**src/rtl/alu_ctrl_pkg.sv**
```systemverilog
// rtl/alu_ctrl_pkg.sv - shared op codes, ALUOp encodings and state types for the ALU control sequencer
package alu_ctrl_pkg;

  localparam logic [3:0] OP_AND = 4'b0000;
  localparam logic [3:0] OP_SLT = 4'b0001;
  localparam logic [3:0] OP_OR  = 4'b0010;
  localparam logic [3:0] OP_XOR = 4'b0011;
  localparam logic [3:0] OP_ADD = 4'b0100;
  localparam logic [3:0] OP_SRL = 4'b0101;
  localparam logic [3:0] OP_SLL = 4'b0110;
  localparam logic [3:0] OP_SRA = 4'b0111;
  localparam logic [3:0] OP_MUL = 4'b1000;
  localparam logic [3:0] OP_SUB = 4'b1100;
  localparam logic [3:0] OP_NOP = 4'b1111;

  localparam logic [1:0] ALUOP_MEM = 2'b00;
  localparam logic [1:0] ALUOP_BR  = 2'b01;
  localparam logic [1:0] ALUOP_R   = 2'b10;
  localparam logic [1:0] ALUOP_I   = 2'b11;

  typedef enum logic {IDLE, RUN} state_t;

  typedef enum logic [1:0] {CLS_SINGLE, CLS_SHIFT, CLS_MUL} op_class_t;

endpackage

```
**src/rtl/alu_op_decode.sv**
```systemverilog
// rtl/alu_op_decode.sv - combinational ALUOp/Funct/opcode lookup into op code, cycle class and illegal flag
module alu_op_decode
  import alu_ctrl_pkg::*;
#(
  parameter int OP_W    = 4,
  parameter int FUNCT_W = 2
) (
  input  logic [1:0]         i_aluop,
  input  logic [FUNCT_W-1:0] i_funct,
  input  logic [3:0]         i_opcode,
  output logic [OP_W-1:0]    o_code,
  output op_class_t          o_cls,
  output logic               o_illegal
);

  logic w_f0, w_f1, w_f2, w_f3;

  assign w_f0 = (i_funct == FUNCT_W'(0));
  assign w_f1 = (i_funct == FUNCT_W'(1));
  assign w_f2 = (i_funct == FUNCT_W'(2));
  assign w_f3 = (i_funct == FUNCT_W'(3));

  always_comb begin
    o_code    = OP_W'(OP_NOP);
    o_cls     = CLS_SINGLE;
    o_illegal = 1'b0;
    case (i_aluop)
      ALUOP_MEM: o_code = OP_W'(OP_ADD);
      ALUOP_BR:  o_code = OP_W'(OP_SUB);
      ALUOP_R: begin
        if (w_f0 && i_opcode == 4'b0000)      o_code = OP_W'(OP_AND);
        else if (w_f0 && i_opcode == 4'b0001) o_code = OP_W'(OP_ADD);
        else if (w_f1 && i_opcode == 4'b0000) o_code = OP_W'(OP_OR);
        else if (w_f1 && i_opcode == 4'b0001) o_code = OP_W'(OP_SUB);
        else if (w_f2)                        o_code = OP_W'(OP_XOR);
        else if (w_f3 && i_opcode == 4'b0001) begin
          o_code = OP_W'(OP_MUL);
          o_cls  = CLS_MUL;
        end else begin
          o_illegal = 1'b1;
        end
      end
      default: begin
        // ALUOP_I: immediates ignore Funct; opcode 0010 selects a shift by Funct
        case (i_opcode)
          4'b1001: o_code = OP_W'(OP_ADD);
          4'b1010: o_code = OP_W'(OP_SUB);
          4'b1011: o_code = OP_W'(OP_SLT);
          4'b0010: begin
            o_cls = CLS_SHIFT;
            if (w_f0)      o_code = OP_W'(OP_SLL);
            else if (w_f1) o_code = OP_W'(OP_SRA);
            else if (w_f2) o_code = OP_W'(OP_SRL);
            else begin
              o_cls     = CLS_SINGLE;
              o_illegal = 1'b1;
            end
          end
          default: o_illegal = 1'b1;
        endcase
      end
    endcase
  end

endmodule

```
**src/rtl/alu_control_seq.sv**
```systemverilog
// rtl/alu_control_seq.sv - sequenced ALU control: issue handshake, multi-cycle shift/multiply stepping
module alu_control_seq
  import alu_ctrl_pkg::*;
#(
  parameter int  DATA_W  = 16,
  parameter int  OP_W    = 4,
  parameter int  FUNCT_W = 2,
  localparam int SH_W    = $clog2(DATA_W)
) (
  input  logic               clk,
  input  logic               reset,
  input  logic               in_valid,
  output logic               in_ready,
  input  logic [1:0]         ALUOp,
  input  logic [FUNCT_W-1:0] Funct,
  input  logic [3:0]         opcode,
  input  logic [SH_W-1:0]    shamt,
  output logic [OP_W-1:0]    Operacioni,
  output logic               step,
  output logic               last,
  output logic               illegal,
  output logic               busy
);

  localparam int CNT_W = SH_W + 1;

  state_t            r_state, w_state_nxt;
  logic [CNT_W-1:0]  r_cnt, w_cnt_nxt;
  logic [OP_W-1:0]   r_op, w_op_nxt;
  logic              r_step, w_step_nxt;
  logic              r_illegal, w_illegal_nxt;

  logic [OP_W-1:0]   w_code;
  op_class_t         w_cls;
  logic              w_dec_illegal;
  logic              w_accept;
  logic              w_last;
  logic              w_pass;
  logic [CNT_W-1:0]  w_n;

  alu_op_decode #(
    .OP_W    (OP_W),
    .FUNCT_W (FUNCT_W)
  ) u_decode (
    .i_aluop   (ALUOp),
    .i_funct   (Funct),
    .i_opcode  (opcode),
    .o_code    (w_code),
    .o_cls     (w_cls),
    .o_illegal (w_dec_illegal)
  );

  assign w_last   = (r_state == RUN) && (r_cnt == CNT_W'(1));
  assign in_ready = (r_state == IDLE) || w_last;
  assign w_accept = in_valid && in_ready;
  assign w_pass   = (w_cls == CLS_SHIFT) && (shamt == '0);

  // Zero-length shifts and illegal requests still occupy one (non-stepping) cycle
  always_comb begin
    w_n = CNT_W'(1);
    case (w_cls)
      CLS_MUL:   w_n = CNT_W'(DATA_W);
      CLS_SHIFT: w_n = w_pass ? CNT_W'(1) : {1'b0, shamt};
      default:   w_n = CNT_W'(1);
    endcase
  end

  always_comb begin
    w_state_nxt   = r_state;
    w_cnt_nxt     = r_cnt;
    w_op_nxt      = r_op;
    w_step_nxt    = r_step;
    w_illegal_nxt = r_illegal;
    if (w_accept) begin
      w_state_nxt   = RUN;
      w_cnt_nxt     = w_n;
      w_op_nxt      = w_code;
      w_step_nxt    = !(w_dec_illegal || w_pass);
      w_illegal_nxt = w_dec_illegal;
    end else if (r_state == RUN) begin
      if (w_last) begin
        w_state_nxt   = IDLE;
        w_cnt_nxt     = '0;
        w_op_nxt      = OP_W'(OP_NOP);
        w_step_nxt    = 1'b0;
        w_illegal_nxt = 1'b0;
      end else begin
        w_cnt_nxt = r_cnt - CNT_W'(1);
      end
    end
  end

  always_ff @(posedge clk) begin
    if (reset) begin
      r_state   <= IDLE;
      r_cnt     <= '0;
      r_op      <= OP_W'(OP_NOP);
      r_step    <= 1'b0;
      r_illegal <= 1'b0;
    end else begin
      r_state   <= w_state_nxt;
      r_cnt     <= w_cnt_nxt;
      r_op      <= w_op_nxt;
      r_step    <= w_step_nxt;
      r_illegal <= w_illegal_nxt;
    end
  end

  assign Operacioni = r_op;
  assign step       = r_step;
  assign last       = w_last;
  assign illegal    = r_illegal;
  assign busy       = (r_state == RUN);

endmodule

```
**config.mk**
```make
export PLATFORM = sky130hd
export DESIGN_NAME = alu_control_seq
export DESIGN_NICKNAME = d
export VERILOG_FILES = /design/src/rtl/alu_ctrl_pkg.sv /design/src/rtl/alu_op_decode.sv /design/src/rtl/alu_control_seq.sv
export SDC_FILE = /design/constraint.sdc
export NUM_CORES = 1
export LEC_CHECK = 0
export BUFFER_PORTS_ARGS = -buffer_cell sky130_fd_sc_hd__buf_4
export CAP_MARGIN = 20
export CORE_UTILIZATION = 45
export DETAILED_ROUTE_END_ITERATION = 6
export PLACE_DENSITY = 0.85
export SLEW_MARGIN = 20
export SYNTH_ARGS = -nofsm -noshare
export SYNTH_HDL_FRONTEND = slang
export SYNTH_SLANG_ARGS = --single-unit
```
**constraint.sdc**
```tcl
create_clock -name clk -period 1.5 [get_ports clk]
set_input_delay 0.3 -clock clk [delete_from_list [all_inputs] [get_ports clk]]
set_output_delay 0.3 -clock clk [all_outputs]
set_load 0.03 [all_outputs]
```
==> run summary <==
Synth Area per Inst -> 7.727 sq um
largest cells by area after synthesis -> dfxtp_1 (27%), inv_1 (5.5%), a21oi_1 (5.1%)
DR WL/cell -> 15.27 microns
Pwr Density -> 830.1 mW/mm^2
reg2reg path depth -> 7
largest net degree at the start of global routing -> 13
minimum clock period -> 1749 ps
failing checks -> negative setup slack
register area share after synthesis -> 27.27%
Setup WS pre-CTS -> -87.60 ps
syn nets -> 131
area delta synth->final -> 49.43%
IR drop worst, VDD -> 594.4 uV
Worst Clk Skew -> 7.194 ps
Rows -> 15
total global-route track usage -> 25.36%
post-synthesis cell type count -> 43
CTS Buffer Depth -> 2
Filler cells -> 133
grt total ovfl -> 0
Fin. Hold Viols -> 0
Yosys top cell area share -> 27.27%
CP Capture Type -> output port
Max-slew headroom -> 67.52%
Routed Antenna Nets -> 0
slowest cell on the critical path -> dfxtp_2
WL final -> 2702 microns
Clock Latency Late Sink -> 300 ps
Max Slew Vio Count -> 0
worst slew pin tran -> 474.9 ps
Post-synth top cells -> inv_1 (13), dfxtp_1 (12), a21oi_1 (9)
Yosys top cell by area -> dfxtp_1
overall power -> 1.093 mW
Worst EP arrival -> 1450 ps
Port-buffer cells -> 23
die height -> 46.24 microns
Post-Syn Area -> 880.8 sq um
CTS tree -> yes
die footprint -> 0.002138 sq mm
hold path endpoint -> r_cnt[1]
global-route met2 utilization -> 44.51%
hold path start -> shamt[1]
Clk Tree Root Cell -> clkbuf_4
Initial Util -> 49.40%
clock-pin slew on the worst setup and hold paths -> 80 ps
cell with the most instances after synthesis -> inv_1
antenna cells -> 0
Post-synth EDFFs -> 0
Core Box Area -> 0.001783 sq mm
FF-to-FF End -> r_cnt[2]
H-tree Lvls -> 1
RSZ-0062 raised after global routing -> yes
synthesized flop and latch total -> 12
required time of the critical path -> 1200 ps
most used routing layer -> met2
final worst path period share -> 116.6%
share of cells above drive strength 1 -> 44.08%
number of global-route vias before repair -> 870
Syn Inst Count -> 114
outcome -> finished with violations
Max Cap Viol -> 0
hold_buf cts -> 0
final worst slack -> -249.4 ps
CP startpoint kind -> register
# IOs -> 24
met3 Use GR -> 6.275%
met1 Use GR -> 26.70%
Yosys Warn Count -> 0
R2R Path Start -> r_cnt[1]
die width -> 46.24 microns
Remaining DRCs -> 0
first drt pass iteration count -> 5
cells along the critical path -> inv_2 > ha_4 > nor4b_4 > and2_4 > buf_6
Sinks on Clock Net -> 12
Hold Path Stages -> 3
Total Nets Final -> 170
setup violators final -> 13
Main synth FF type -> dfxtp_1
Async SR Flop Fraction -> 0%
Setup CP Type -> register to output port
number of CTS-inserted buffers -> 3
Reg2Reg Setup Slack -> -230 ps
vias per inst -> 5.972
vias post-DR -> 1057
1st-iter DRT viols -> 51
CP max stage delay -> 330 ps
fin util -> 73.82%
top achievable clock speed -> 571.6 MHz
crit-path max FO -> 3
Leakage -> 0.5659 nW
initial antenna violation count -> 0
worst min-delay path category -> primary input to register
hpwl dp -> 1814 microns
global-route wire length before repair -> 3753 microns
RePlAce Congestion -> 0.9118
-- power breakdown --
group | leakage (nW) | switching, mW | internal (mW)
sequential | 0.0996 | 0.0361 | 0.350
combinational | 0.445 | 0.217 | 0.215
clock | 0.0210 | 0.126 | 0.148
total | 0.566 | 0.380 | 0.713
-- kinds of logic (layout without fill, tap and decap cells) --
logic type,Yosys count,count (layout),synth area share (%)
AOI/OAI and AO/OA,36,36,28.41
adders and majority gates,2,2,2.840
muxes,2,2,2.840
and+or+nand+nor,44,44,30.40
DFF,12,12,27.27
buffers and inverters,17,55,7.244
xor gates and xnor gates,1,1,0.9945
-- through the flow --
step | hold slack, ps | setup TNS (ps) | area [sq um] | cells
2_1_floorplan | 444.8 | -19.54 | 905.9 | 114
5_1_grt | 271.5 | -2334 | 1316 | 177
3_5_place_dp | 453.1 | -88.27 | 1162 | 167
6_report | 268.4 | -1772 | 1316 | 177
4_1_cts | 273.7 | -1018 | 1262 | 175
3_3_place_gp | 437.8 | -38.49 | 1162 | 167
-- area by class of cell --
type | instances | area [sq um] | area share, %
multi-input cells | 85 | 659.4 | 50.10
clock buffers | 4 | 36.28 | 2.757
flip-flops and latches | 12 | 244.0 | 18.54
repair buffers | 38 | 296.5 | 22.53
well taps | 25 | 31.28 | 2.376
inverters | 13 | 48.80 | 3.707
-- worst max-delay path by stage --
stage	from	to	slack, ps	cells after the start
after floorplan	r_cnt[1]	r_cnt[2]	-20	6
after global placement	r_cnt[1]	r_cnt[2]	-40	6
after detailed placement	r_cnt[1]	r_cnt[2]	-90	6
after CTS	r_cnt[1]	last	-200	5
after global routing	r_cnt[1]	last	-300	5
final	r_cnt[1]	last	-250	5
-- metal layers --
| layer | vias up | share of wire [%] |
|---|---|---|
| met5 | - | 0 |
| met4 | 0 | 3.2 |
| li1 | 501 | - |
| met1 | 499 | 40 |
| met2 | 48 | 51 |
| met3 | 9 | 5.3 |
-- state kept, by name, indices dropped and copies added (netlist names) --
name        flops
r_cnt           5
Operacioni      4
busy            1
illegal         1
step            1
-- what timing repair did --
action / CTS / global route
endpoints found under the hold margin: 0 / 0
resized for setup: 9 / 8
setup endpoints to repair: 5 / 12
pin swaps: 2 / 6
setup buffers: 5 / 2
cloned: 0 / 0
-- worst max-delay path, delay by kind of cell, from the launching register on --
family	cells	cell delay (ps)
adder cells (fa/ha/maj)	1	130
buffers and inverters	2	190
flip-flops	1	330
AND/OR/NAND/NOR	2	500
-- cells in the final DEF (no fill, tap or decap), types with 3 or more instances in the layout --
cell	Yosys	layout
inv_1	13	11
nor2_1	8	6
a22oi_1	3	3
dfxtp_1	12	9
a21oi_1	9	9
nand3_1	7	6
o21ai_0	7	7
buf_6	0	3
clkbuf_4	0	3
nor3_1	4	3
nor2b_1	3	3
buf_4	0	35
dfxtp_2	0	3
nand2_1	5	5
No activity file was read; power rests on OpenSTA's default activity.
